File: src/rtl/imm_ext_stage.sv
// imm_ext_stage: one-cycle registered immediate extension (SEXT/ZEXT/LUI/BR) with valid/ready.
// Optional macro IMM_EXT_SKID_EN adds a skid register and makes in_ready a registered output.
module imm_ext_stage #(
    parameter int IN_W  = 16,
    parameter int OUT_W = 32,
    parameter int TAG_W = 5
) (
    input  logic             clk,
    input  logic             rst,
    input  logic             flush,
    input  logic             in_valid,
    output logic             in_ready,
    input  logic [IN_W-1:0]  in_imm,
    input  logic [1:0]       in_mode,
    input  logic [TAG_W-1:0] in_tag,
    output logic             out_valid,
    input  logic             out_ready,
    output logic [OUT_W-1:0] out_data,
    output logic [TAG_W-1:0] out_tag
);

    typedef enum logic [1:0] {
        MODE_SEXT = 2'd0,
        MODE_ZEXT = 2'd1,
        MODE_LUI  = 2'd2,
        MODE_BR   = 2'd3
    } mode_e;

    // Built by overlaying slices so IN_W == OUT_W never needs a zero-width replication.
    function automatic logic [OUT_W-1:0] extend(input logic [IN_W-1:0] imm,
                                                input logic [1:0]      mode);
        logic [OUT_W-1:0] sext;
        logic [OUT_W-1:0] zext;
        logic [OUT_W-1:0] lui;
        logic [OUT_W-1:0] res;
        zext                 = '0;
        zext[IN_W-1:0]       = imm;
        sext                 = {OUT_W{imm[IN_W-1]}};
        sext[IN_W-1:0]       = imm;
        lui                  = '0;
        lui[OUT_W-1 -: IN_W] = imm;
        case (mode_e'(mode))
            MODE_SEXT: res = sext;
            MODE_ZEXT: res = zext;
            MODE_LUI:  res = lui;
            MODE_BR:   res = sext << 2;
            default:   res = sext;
        endcase
        return res;
    endfunction

    logic [OUT_W-1:0] ext_data;
    logic             accept;
    logic             drain;
    logic [OUT_W-1:0] oreg_data_q;
    logic [OUT_W-1:0] oreg_data_d;
    logic [TAG_W-1:0] oreg_tag_q;
    logic [TAG_W-1:0] oreg_tag_d;

    always_comb begin
        ext_data = extend(in_imm, in_mode);
        // rst is already folded into in_ready; flush only cancels the input side
        accept   = in_valid & in_ready & ~flush;
        drain    = out_valid & out_ready;
    end

    always_ff @(posedge clk) begin
        // NOTE: non-blocking assignments so every flop samples pre-edge values.
        if (rst) begin
            oreg_data_q <= '0;
            oreg_tag_q  <= '0;
        end else begin
            oreg_data_q <= oreg_data_d;
            oreg_tag_q  <= oreg_tag_d;
        end
    end

    assign out_data = oreg_data_q;
    assign out_tag  = oreg_tag_q;

`ifdef IMM_EXT_SKID_EN

    typedef enum logic [1:0] {
        EMPTY = 2'd0,
        ONE   = 2'd1,
        FULL  = 2'd2
    } state_e;

    state_e           state_q;
    state_e           state_d;
    logic             in_ready_q;
    logic             in_ready_d;
    logic [OUT_W-1:0] skid_data_q;
    logic [OUT_W-1:0] skid_data_d;
    logic [TAG_W-1:0] skid_tag_q;
    logic [TAG_W-1:0] skid_tag_d;

    always_ff @(posedge clk) begin
        if (rst) begin
            state_q    <= EMPTY;
            in_ready_q <= 1'b1;
        end else begin
            state_q    <= state_d;
            in_ready_q <= in_ready_d;
        end
    end

    // NOTE: skid payload has no reset; it is only read when the state says SKID is occupied.
    always_ff @(posedge clk) begin
        skid_data_q <= skid_data_d;
        skid_tag_q  <= skid_tag_d;
    end

    always_comb begin
        state_d = state_q;
        case (state_q)
            EMPTY:   if (accept) state_d = ONE;
            ONE: begin
                if (accept && !drain)      state_d = FULL;
                else if (!accept && drain) state_d = EMPTY;
            end
            FULL:    if (drain) state_d = ONE;
            default: state_d = EMPTY;
        endcase
        if (flush) state_d = EMPTY;
        in_ready_d = (state_d != FULL);
    end

    always_comb begin
        // NOTE: every comb output gets a default first so no path can infer a latch.
        oreg_data_d = oreg_data_q;
        oreg_tag_d  = oreg_tag_q;
        skid_data_d = skid_data_q;
        skid_tag_d  = skid_tag_q;
        // Gated by flush so out_data keeps its last value after the flush empties the stage.
        if (!flush) begin
            case (state_q)
                EMPTY: begin
                    if (accept) begin
                        oreg_data_d = ext_data;
                        oreg_tag_d  = in_tag;
                    end
                end
                ONE: begin
                    if (accept && drain) begin
                        oreg_data_d = ext_data;
                        oreg_tag_d  = in_tag;
                    end else if (accept) begin
                        skid_data_d = ext_data;
                        skid_tag_d  = in_tag;
                    end
                end
                FULL: begin
                    if (drain) begin
                        oreg_data_d = skid_data_q;
                        oreg_tag_d  = skid_tag_q;
                    end
                end
                default: ;
            endcase
        end
    end

    always_comb begin
        out_valid = (state_q != EMPTY);
        in_ready  = in_ready_q & ~rst;
    end

`else

    typedef enum logic {
        EMPTY = 1'b0,
        ONE   = 1'b1
    } state_e;

    state_e state_q;
    state_e state_d;

    always_ff @(posedge clk) begin
        if (rst) state_q <= EMPTY;
        else     state_q <= state_d;
    end

    always_comb begin
        state_d = state_q;
        if (accept)     state_d = ONE;
        else if (drain) state_d = EMPTY;
        if (flush)      state_d = EMPTY;
    end

    always_comb begin
        oreg_data_d = oreg_data_q;
        oreg_tag_d  = oreg_tag_q;
        if (accept) begin
            oreg_data_d = ext_data;
            oreg_tag_d  = in_tag;
        end
    end

    always_comb begin
        out_valid = (state_q == ONE);
        in_ready  = ~rst & (~out_valid | out_ready);
    end

`endif

endmodule

File: config.mk
export PLATFORM = sky130hd
export DESIGN_NAME = imm_ext_stage
export DESIGN_NICKNAME = d
export VERILOG_FILES = /design/src/rtl/imm_ext_stage.sv
export SDC_FILE = /design/constraint.sdc
export NUM_CORES = 1
export LEC_CHECK = 0
export BUFFER_PORTS_ARGS = -buffer_cell sky130_fd_sc_hd__buf_2
export CAP_MARGIN = 20
export CORE_ASPECT_RATIO = 0.9
export CORE_UTILIZATION = 23
export DETAILED_ROUTE_END_ITERATION = 10
export HOLD_SLACK_MARGIN = 0.15
export PLACE_DENSITY = 0.52
export SETUP_SLACK_MARGIN = 0.1
export SYNTH_ARGS = -nofsm -noshare
export SYNTH_HDL_FRONTEND = slang
export SYNTH_SLANG_ARGS = --single-unit
File: constraint.sdc
create_clock -name clk -period 1.8 [get_ports clk]
set_input_delay 0.36 -clock clk [delete_from_list [all_inputs] [get_ports clk]]
set_output_delay 0.36 -clock clk [all_outputs]
set_load 0.02 [all_outputs]
==> summary.md, run 1 <==
| Metric | Value |
|---|---|
| Share of the synthesized area in the top cell type | `45.4%` |
| Mapped cell area | `1680 um^2` |
| WL final | `5.07 mm` |
| Overall power | `1.84 mW` |
| Delay-heaviest family, CP | `simple AND/OR/NAND/NOR gates` |
| Most frequent cell after synthesis | `a21oi_1` |
| CTS Sinks | `38` |
| Count of input and output buffers | `66` |
| Worst Path Arrival | `1140 ps` |
| WL per Instance | `14.3 um` |
| First-pass DRT Iterations | `4` |
| Syn_nets | `224` |
| Fin util | `32.0%` |
| Critical Path RT | `1440 ps` |
| FF+latch count, synth | `38` |
| Max clock buf depth | `2` |
| Slew Limit Fails | `0` |
| Dpl hpwl | `3.62 mm` |
| Synth Flop Type | `dfxtp_1` |
| DR vias/cell | `4.65` |
| Antenna cells | `0` |
| # nets final | `290` |
| Seq/Total Area, Yosys | `45.4%` |
| Initial Util | `23.8%` |
| Yosys cell types | `25` |
| Synth cell count leaders | `a21oi_1, dfxtp_1, a211oi_1` |
| CP peak stage delay | `340 ps` |
| Final Cycle Share | `83.5%` |
| Yosys top cell by area | `dfxtp_1` |
| Hold violation total from the final report | `0` |
| CP endpoint kind | `output port` |
| Cell Chain, Critical Path | `nor2b_2 > nor2_1 > buf_2` |
| CTS Root Cell | `clkbuf_8` |
| Core area | `7040 um^2` |
| Asr flop ratio synth | `0%` |
| Setup Fix Bufs, Post-CTS | `0` |
| Clock skew | `2.84 ps` |
| Die Footprint | `7640 um^2` |
| First-pass GRT wire length | `7.86 mm` |
| Worst Path Max Fanout | `4` |
| Io pins | `67` |
| Clock Latency Late Sink | `290 ps` |
| Clock Pin Slew Worst Setup and Hold Paths | `70 ps` |
| Die H | `83.0 um` |
| RSZ-0062 raised after global routing | `no` |
| RePlAce Congestion | `0.765` |
| Max-cap violation count | `0` |
| Largest net degree at the start of global routing | `38` |
| Setup Viol. Count Final | `0` |
| Outcome | `finished, final reports clean` |
| CTS tree | `built` |
| Synth top area cells | `dfxtp_1, a21oi_1, a211oi_1` |
| Layout cells sized above 1 | `34.2%` |
| Antenna Nets Post-Route | `0` |
| Fmax achieved | `666 MHz` |
| Hold crit path type | `in -> reg` |
| Yosys warnings | `0` |
| Initial antenna violation count | `0` |
| All-layer global routing usage | `13.1%` |
| Setup tns final | `0 ps` |
| Filler Cells Inserted | `805` |
| H-tree Lvls | `2` |
| Slowest CP cell | `dfxtp_1` |
| Pleak | `0.925 nW` |
| Hold Slack | `283 ps` |
| Worst-Margin Slew | `268 ps` |
| Number of global-route vias before repair | `1,519` |
| DR vias | `1,655` |
| Post-synthesis area per instance | `8.55 um^2` |
| Post-synth EDFFs | `0` |
| GR Overflow Total | `0` |
| Num rows | `29` |
| Crit path time final | `1500 ps` |
| Buffer and inverter count on the worst path | `1` |
| Setup CP Type | `reg -> out` |
| Die W | `92.0 um` |
| Max_slew headroom | `82.0%` |
| Num CTS Buffers | `5` |
| Iter 0 DRT Violations | `86` |
| Worst ir drop on vdd | `0.354 mV` |
| DRC errors left | `0` |
| Pwr Density | `816 nW/um^2` |
| Startpoint types | `flop` |
| Cells after Synth | `196` |
| Area Growth Syn to Fin | `34.3%` |
[where the power goes]
| part | internal, mW | switching (mW) |
|---|---|---|
| clock | 0.308 | 0.307 |
| sequential | 0.880 | 0.0197 |
| combinational | 0.128 | 0.196 |
| total | 1.32 | 0.522 |
[worst paths after layout]
path | start | end | slack [ps] | cells after the start
setup reg to reg | out_valid | out_data[11] | 560 | 4
setup / recovery | out_valid | in_ready | 300 | 3
hold / removal | flush | out_valid | 280 | 2
hold reg to reg | out_data[1] | out_data[1] | 470 | 2
[routing by layer]
metal	part of all wire [%]	vias to the layer above	GRT usage, %
met4	1.4	0	4.26
li1	-	847	-
met1	49	752	18.4
met2	42	50	18.7
met3	6.8	6	4.30
met5	0	-	0
[flip-flops by register name, indices dropped and copies added, names as in the netlist]
signal     count
out_tag        5
out_valid      1
out_data      32
[cells in the final DEF, fill, tap and decap left out, drive strengths merged]
cell,instances
buf,78
a21oi,51
dfxtp,38
a211oi,30
nand2,14
nor2b,11
o21ai,8
clkbuf,6
and2b,5
nand3,5
nor2,3
nand4b,2
or3b,1
inv,1
mux2,1
a22oi,1
nand2b,1
nor3b,1
and2,1
xnor2,1
o2111ai,1
nor3,1
clkinv,1
clkinvlp,1
[through the flow]
step           setup WS [ps]  instance area [um^2]  cells
3_5_place_dp             169                  2150    348
6_report                 298                  2250    356
5_1_grt                  225                  2250    356
4_1_cts                  154                  2250    356
2_1_floorplan            281                  1680    196
3_3_place_gp             192                  2150    348
[worst register-to-register path, stage by stage (launching register included)]
cell and delay, ps:
dfxtp_1 340, nor2b_2 290, nor2_1 80, buf_4 200
a211oi_1 240
[cell type report]
cell class | instances | area [um^2] | area share (%)
Sequential cell | 38 | 761 | 33.8
Tap cell | 93 | 116 | 5.17
Clock buffer | 6 | 82.6 | 3.67
Multi-Input combinational cell | 138 | 830 | 36.9
Timing Repair Buffer | 78 | 445 | 19.8
Clock inverter | 2 | 12.5 | 0.556
Inverter | 1 | 3.75 | 0.167
[logic make-up (layout without fill, tap and decap cells)]
group,after synthesis,after routing,synth area share [%]
AOI/OAI and AO/OA,91,91,32.8
DFF,38,38,45.4
xor gates and xnor gates,1,1,0.522
buffers and inverters,20,87,5.67
muxes,1,1,0.672
and+or+nand+nor,45,45,15.0
[repair_timing]
item / CTS / global route
hold buffers: 0 / 0
gates resized for setup: 0 / 1
setup endpoints to repair: 0 / 1
Note: power is estimated with default switching activity, not from simulation.
==> run 2, diff against run 1 <==
--- a/config.mk
+++ b/config.mk
@@ -5,13 +5,14 @@
 export SDC_FILE = /design/constraint.sdc
 export NUM_CORES = 1
 export LEC_CHECK = 0
+export ABC_AREA = 1
 export BUFFER_PORTS_ARGS = -buffer_cell sky130_fd_sc_hd__buf_2
 export CAP_MARGIN = 20
 export CORE_ASPECT_RATIO = 0.9
 export CORE_UTILIZATION = 23
 export DETAILED_ROUTE_END_ITERATION = 10
 export HOLD_SLACK_MARGIN = 0.15
-export PLACE_DENSITY = 0.52
+export PLACE_DENSITY = 0.51
 export SETUP_SLACK_MARGIN = 0.1
 export SYNTH_ARGS = -nofsm -noshare
 export SYNTH_HDL_FRONTEND = slang
==> constraint.sdc (replaced) <==
create_clock -name clk -period 1.5 [get_ports clk]
set_input_delay 0.3 -clock clk [delete_from_list [all_inputs] [get_ports clk]]
set_output_delay 0.3 -clock clk [all_outputs]
set_load 0.02 [all_outputs]
==> run 2 against run 1 <==
Synthesized area up 20%. Sequential share of layout area down 4.3 points. Synthesized cell count up 69%. Non-clock buffer count down 6. Hold slack worse by 67 ps. Wire length up 3.2%. Via count up 20%. Register-to-register slack worse by 240 ps. First-iteration DRC count up 5.8%. Flip-flop and latch count unchanged. Final cell count up 43%. Clock power up 71%. Largest cell class unchanged. Largest power group unchanged. Highest routed layer is now met5.
==> summary.md, run 2 <==
| Metric | Value |
|---|---|
| DP Area | `2440 um^2 (was 2150 um^2)` |
| Post-route design area | `2570 um^2 (was 2250 um^2)` |
| H-tree Lvls | `2 (unchanged)` |
| Die Footprint | `9150 um^2 (was 7640 um^2)` |
| Share of the synthesized area in the top cell type | `37.7% (was 45.4%)` |
| Post-synthesis area per instance | `6.08 um^2 (was 8.55 um^2)` |
| Io pins | `67 (unchanged)` |
| Mapped cell area | `2020 um^2 (was 1680 um^2)` |
| # hold bufs at CTS | `0 (unchanged)` |
| Synth Flop Type | `dfxtp_1 (unchanged)` |
| Final Cycle Share | `82.1%` |
| Worst Path Max Fanout | `3 (was 4)` |
| FF+latch count, synth | `38 (unchanged)` |
| CP endpoint kind | `output port (unchanged)` |
| Setup tns final | `0 ps (unchanged)` |
| Buffer and inverter count on the worst path | `1 (unchanged)` |
| WL per Instance | `10.3 um (was 14.3 um)` |
| Yosys cell types | `17 (was 25)` |
| Max clock buf depth | `2 (unchanged)` |
| Clock Pin Slew Worst Setup and Hold Paths | `90 ps (was 70 ps)` |
| First-pass GRT wire length | `8.64 mm (was 7.86 mm)` |
| Die W | `101 um (was 92.0 um)` |
| Seq. cell area | `761 um^2 (unchanged)` |
| Largest net degree at the start of global routing | `37 (was 38)` |
| Synth cell count leaders | `nand2_1, nor2_1, nand3_1 (was a21oi_1, dfxtp_1, a211oi_1)` |
| DR vias/cell | `3.90 (was 4.65)` |
| Max reg flops | `32 (unchanged)` |
| Worst ir drop on vdd | `0.321 mV (was 0.354 mV)` |
| Pwr Density | `1000 nW/um^2 (was 816 nW/um^2)` |
| WL final | `5.24 mm (was 5.07 mm)` |
| Outcome | `finished, final reports clean (unchanged)` |
| Yosys top cell by area | `dfxtp_1 (unchanged)` |
| Antenna Nets Post-Route | `0 (unchanged)` |
| Clock skew | `12.5 ps (was 2.84 ps)` |
| DR vias | `1,987 (was 1,655)` |
| Setup Viol. Count Final | `0 (unchanged)` |
| Critical Path RT | `1200 ps (was 1440 ps)` |
| Post-CTS sizing | `0 (unchanged)` |
| R2R Setup Slk | `320 ps (was 560 ps)` |
| RePlAce Congestion | `0.752 (was 0.765)` |
| # nets final | `418 (was 290)` |
| Slew Limit Fails | `0 (unchanged)` |
| CP peak stage delay | `320 ps (was 340 ps)` |
| Cell Chain, Critical Path | `a21oi_1 > buf_2 (was nor2b_2 > nor2_1 > buf_2)` |
| CP endpoint | `in_ready (unchanged)` |
| DRC errors left | `0 (unchanged)` |
| Clock Latency Late Sink | `300 ps (was 290 ps)` |
| Worst-Margin Slew | `488 ps (was 268 ps)` |
| Crit path time final | `1230 ps` |
| Setup Fix Bufs, Post-CTS | `0 (unchanged)` |
| Slowest CP cell | `dfxtp_1 (unchanged)` |
| Num rows | `32 (was 29)` |
| RSZ-0062 raised after global routing | `no (unchanged)` |
| CTS Root Cell | `clkbuf_8 (unchanged)` |
| Reg-to-reg startpoint | `out_valid (unchanged)` |
| Critical Path Start | `out_valid (unchanged)` |
| Asr flop ratio synth | `0% (unchanged)` |
| Fmax achieved | `812 MHz` |
| Num CTS Buffers | `5 (unchanged)` |
| All-layer global routing usage | `12.1% (was 13.1%)` |
| Area Growth Syn to Fin | `27.6% (was 34.3%)` |
| Seq/Total Area, Yosys | `37.7% (was 45.4%)` |
| Max-cap violation count | `0 (unchanged)` |
| Dpl hpwl | `3.87 mm (was 3.62 mm)` |
| Yosys warnings | `0 (unchanged)` |
| Antenna cells | `0 (unchanged)` |
| Hold crit path type | `in -> reg (unchanged)` |
| Die H | `90.9 um (was 83.0 um)` |
| Hold Slack | `216 ps (was 283 ps)` |
| First-pass DRT Iterations | `6 (was 4)` |
| Hold violation total from the final report | `0 (unchanged)` |
| Core area | `8530 um^2 (was 7040 um^2)` |
| Worst R2R Path Depth | `5 (was 4)` |
| Delay-heaviest family, CP | `flip-flops (was simple AND/OR/NAND/NOR gates)` |
| Number of global-route vias before repair | `1,882 (was 1,519)` |
| CTS tree | `built (unchanged)` |
| Most frequent cell after synthesis | `nand2_1 (was a21oi_1)` |
| Initial antenna violation count | `1 (was 0)` |
| Count of input and output buffers | `66 (unchanged)` |
| Syn_nets | `360 (was 224)` |
| Pleak | `1.49 nW (was 0.925 nW)` |
| Post-synth EDFFs | `0 (unchanged)` |
| Cells after Synth | `332 (was 196)` |
| Initial Util | `23.7% (was 23.8%)` |
| Setup CP Type | `reg -> out (unchanged)` |
| Synth top area cells | `dfxtp_1, nand2_1, nor2_1 (was dfxtp_1, a21oi_1, a211oi_1)` |
| Multi-input logic area | `953 um^2 (was 830 um^2)` |
| Startpoint types | `flop (unchanged)` |
| Iter 0 DRT Violations | `91 (was 86)` |
| Most frequent cells in the layout | `nand2_1, nor2_1, buf_2 (was buf_2, a21oi_1, dfxtp_1)` |
| Critical Path Stages | `2 (was 3)` |
| Commonest non-fill, non-tap cell in the layout | `nand2_1 (was buf_2)` |
| Filler Cells Inserted | `1,002 (was 805)` |
| CTS Sinks | `38 (unchanged)` |
| Worst Path Arrival | `930 ps (was 1140 ps)` |
| Max_slew headroom | `67.4% (was 82.0%)` |
| GR Overflow Total | `0 (unchanged)` |
| Critical R2R Capture | `out_data[6] (was out_data[11])` |
| Fin util | `30.2% (was 32.0%)` |
| Layout cells sized above 1 | `21.5% (was 34.2%)` |
==> run 2: cell types whose count changed in the layout (fill, tap and decap cells not counted), sizes merged, moves of 11 or more <==
cell,previous run,this run
nand2,14,102
nor2,3,75
a21oi,51,2
nand3,5,48
inv,1,42
a211oi,30,0
nor2b,11,0
==> run 2: how the worst min path moves through the flow <==
| stage | to | cells past startpoint | slack [ps] | from |
|---|---|---|---|---|
| 2_1_floorplan | out_data[0] | 1 | 370 | rst |
| 3_3_place_gp | out_data[3] | 4 | 490 | out_data[3] |
| 3_5_place_dp | out_tag[0] | 4 | 500 | out_tag[0] |
| 4_1_cts | out_tag[3] | 3 | 210 | in_tag[3] |
| 5_1_grt | out_data[0] | 2 | 210 | rst |
| 6_report | out_tag[3] | 3 | 220 | in_tag[3] |
==> run 2: area by class of cell <==
type / count / share of cell area, %
clock buffer: 5 / 2.67
clock inverter: 3 / 2.67
inverter: 43 / 6.27
multi-input combinational: 230 / 37.0
sequential: 38 / 29.5
tap: 119 / 5.78
timing repair buffer: 72 / 16.0
==> run 2: per-layer routing <==
| metal | vias up | GRT usage (%) | wire length [um] |
|---|---|---|---|
| li1 | 1106 | - | - |
| met1 | 826 | 15.1 | 2530 |
| met2 | 46 | 18.2 | 2200 |
| met3 | 7 | 6.04 | 449 |
| met4 | 2 | 3.86 | 50 |
| met5 | - | 0 | 10 |
==> run 2: power by group <==
group	leakage (nW)	internal, mW	switching (mW)
clock network	0.0683	0.667	0.383
registers	0.311	1.06	0.0246
logic	1.11	0.163	0.287
total	1.49	1.89	0.694
==> run 2: per-stage QoR <==
stage / std cells / power (mW) / worst slack [ps]
2_1_floorplan: 332 / 1.42 / 347
3_3_place_gp: 502 / 1.56 / 79.5
3_5_place_dp: 502 / 1.56 / 104
4_1_cts: 510 / 2.64 / 240
5_1_grt: 510 / 2.75 / 203
6_report: 510 / 2.58 / 268
==> run 2: cells by family (layout without fill, tap and decap cells) <==
group / after synthesis / after routing / share of synthesized area [%]
buf+inv: 64 / 123 / 15.3
compound gates: 4 / 4 / 1.12
simple gates: 226 / 226 / 45.9
flops: 38 / 38 / 37.7
==> run 2: worst register-to-register path, cell delays in order, from the launching register on <==
cell and delay, ps:
dfxtp_1 320, nand2_1 110, nand3_2 200, buf_12 240, nor2_1 140, nor2_1 70
==> run 3, diff against run 2 <==
==> constraint.sdc (replaced) <==
create_clock -name clk -period 1.2 [get_ports clk]
set_input_delay 0.24 -clock clk [delete_from_list [all_inputs] [get_ports clk]]
set_output_delay 0.24 -clock clk [all_outputs]
set_load 0.02 [all_outputs]
==> run 3 against run 2 <==
Clock power increased by 7%. Critical path depth unchanged. Final cell count increased by 0.98%. Sequential share of layout area decreased by 0.63 points. Via count increased by 0.75%. Power increased by 19%. Die area unchanged. Final area increased by 2.5%. Critical endpoint unchanged. Largest cell class unchanged. Largest power group unchanged.
==> summary.md, run 3 (synthesized netlist as in run 2, its figures left out) <==
| Metric | Value |
|---|---|
| Core area | `8530 um^2 (unchanged)` |
| Seq pwr share | `44.2% (was 42.0%)` |
| CTS Root Cell | `clkbuf_8 (unchanged)` |
| Fmax achieved | `896 MHz` |
| # nets final | `423 (was 418)` |
| Crit path time final | `1120 ps` |
| Initial Util | `23.7% (unchanged)` |
| Hold violation total from the final report | `0 (unchanged)` |
| Num rows | `32 (unchanged)` |
| WL per Instance | `10.4 um (was 10.3 um)` |
| Die Footprint | `9150 um^2 (unchanged)` |
| Seq. cell area | `763 um^2 (was 761 um^2)` |
| Net Sw Power | `0.903 mW (was 0.694 mW)` |
| Pint | `2.17 mW (was 1.89 mW)` |
| Number of global-route vias before repair | `1,868 (was 1,882)` |
| Clock Pin Slew Worst Setup and Hold Paths | `90 ps (about the same)` |
| Io pins | `67 (unchanged)` |
| Largest net degree at the start of global routing | `38 (was 37)` |
| Pwr Density | `1160 nW/um^2 (was 1000 nW/um^2)` |
| Antenna Nets Post-Route | `0 (unchanged)` |
| DRC errors left | `0 (unchanged)` |
| Reg-to-reg startpoint | `out_valid (unchanged)` |
| Filler Cells Inserted | `975 (was 1,002)` |
| Max clock buf depth | `2 (unchanged)` |
| Pleak | `1.52 nW (was 1.49 nW)` |
| Setup Fix Bufs, Post-CTS | `0 (unchanged)` |
| Most frequent cells in the layout | `nand2_1, nor2_1, buf_2 (unchanged)` |
| Slew Limit Fails | `0 (unchanged)` |
| Worst-Margin Slew | `305 ps (was 488 ps)` |
| Multi-input logic area | `967 um^2 (was 953 um^2)` |
| Critical R2R Capture | `out_data[22] (was out_data[6])` |
| Startpoint types | `flop (unchanged)` |
| Antenna cells | `0 (unchanged)` |
| Cell count of the worst hold path | `3 (unchanged)` |
| Combinational share of power | `19.4% (was 17.4%)` |
| GR Overflow Total | `0 (unchanged)` |
| Max-cap violation count | `0 (unchanged)` |
| Setup Viol. Count Final | `0 (unchanged)` |
| Critical Path RT | `960 ps (was 1200 ps)` |
| CP endpoint kind | `output port (unchanged)` |
| First-pass GRT wire length | `9.02 mm (was 8.64 mm)` |
| WL final | `5.37 mm (was 5.24 mm)` |
| Worst Path Arrival | `880 ps (was 930 ps)` |
| RSZ-0062 raised after global routing | `yes (was no)` |
| First-pass DRT Iterations | `4 (was 6)` |
| CTS Sinks | `38 (unchanged)` |
| Layout cells sized above 1 | `23.2% (was 21.5%)` |
| All-layer global routing usage | `12.3% (was 12.1%)` |
| DR vias/cell | `3.89 (was 3.90)` |
| Area Growth Syn to Fin | `30.8% (was 27.6%)` |
| Hold path start | `in_tag[0] (was in_tag[3])` |
| Hold crit path type | `in -> reg (unchanged)` |
| DR vias | `2,002 (was 1,987)` |
| Worst R2R Path Depth | `5 (unchanged)` |
| Overall power | `3.07 mW (was 2.58 mW)` |
| Max reg flops | `32 (unchanged)` |
| Net Sw Frac | `29.4% (was 26.9%)` |
| RePlAce Congestion | `0.829 (was 0.752)` |
| Clock skew | `14.7 ps (was 12.5 ps)` |
| Initial antenna violation count | `1 (unchanged)` |
| Hold EP | `out_tag[0] (was out_tag[3])` |
| Outcome | `finished, final reports clean (unchanged)` |
| Die W | `101 um (unchanged)` |
| Setup tns final | `0 ps (unchanged)` |
| Final Cycle Share | `93.0%` |
| Die H | `90.9 um (unchanged)` |
| Setup CP Type | `reg -> out (unchanged)` |
| Hold Slack | `158 ps (was 216 ps)` |
| Max_slew headroom | `79.7% (was 67.4%)` |
| Worst Path Max Fanout | `3 (unchanged)` |
| H-tree Lvls | `2 (unchanged)` |
| Clock power share | `36.4% (was 40.6%)` |
| Num CTS Buffers | `5 (unchanged)` |
| Commonest non-fill, non-tap cell in the layout | `nand2_1 (unchanged)` |
| Count of input and output buffers | `66 (unchanged)` |
| Worst ir drop on vdd | `0.411 mV (was 0.321 mV)` |
| CTS tree | `built (unchanged)` |
| Dpl hpwl | `3.87 mm (about the same)` |
| Clock Latency Late Sink | `300 ps (about the same)` |
| R2R Setup Slk | `130 ps (was 320 ps)` |
| Iter 0 DRT Violations | `97 (was 91)` |
## run 3: changes by cell type in the layout (fill, tap and decap cells not counted), sizes merged
cell,before,now
bufinv,2,1
buf,72,76
clkinv,2,3
dlygate4sd3,0,1
## run 3: worst max path at each step
stage	startpoint	end
finish	out_valid	in_ready
detailed placement	rst	out_data[22]
global placement	rst	out_data[22]
global route	out_valid	in_ready
floorplan	out_valid	out_data[16]
CTS	out_valid	in_ready
## run 3: cell type report
cell class                      count  area share (%)
Multi-Input combinational cell    230            36.6
Sequential cell                    38            28.9
Timing Repair Buffer               77            18.6
Inverter                           43            6.11
Tap cell                          119            5.64
Clock buffer                        5            2.61
Clock inverter                      3            1.52
## run 3: power groups by stage
stage | registers [mW] | logic (mW) | clock network [mW]
2_1_floorplan | 1.47 | 0.304 | 0
3_5_place_dp | 1.39 | 0.590 | 0
5_1_grt | 1.37 | 0.678 | 1.20
4_1_cts | 1.36 | 0.600 | 1.16
3_3_place_gp | 1.38 | 0.587 | 0
6_report | 1.36 | 0.597 | 1.12
## run 3: layer usage
metal | routed length [um] | share of wire (%) | vias to the layer above | GRT usage [%]
li1 | - | - | 1114 | -
met1 | 2640 | 49 | 835 | 16.4
met2 | 2270 | 42 | 47 | 18.4
met3 | 392 | 7.3 | 6 | 4.49
met4 | 61 | 1.1 | 0 | 3.86
met5 | 0 | 0 | - | 0
## run 3: what timing repair did
item                                   in CTS  in global routing
hold buffers                                1                  0
setup endpoints to repair                   8                 42
pin swaps                                   1                  0
gates resized for setup                     3                  6
endpoints found under the hold margin       1                  0
## run 3: per-stage QoR
| step | instance area (um^2) | utilization [%] | setup WS [ps] | std cells |
|---|---|---|---|---|
| floorplan | 2020 | - | 121 | 332 |
| global route | 2640 | 31.0 | 45.2 | 515 |
| finish | 2640 | 31.0 | 84.5 | 515 |
| detailed placement | 2490 | 29.2 | -31.6 | 506 |
| CTS | 2630 | 30.8 | 66.8 | 515 |
| global placement | 2490 | 29.2 | -13.6 | 506 |
## run 3: critical path, cell delays in order (launching register included)
cell     delay, ps
dfxtp_2        340
a21oi_2        100
buf_4          140
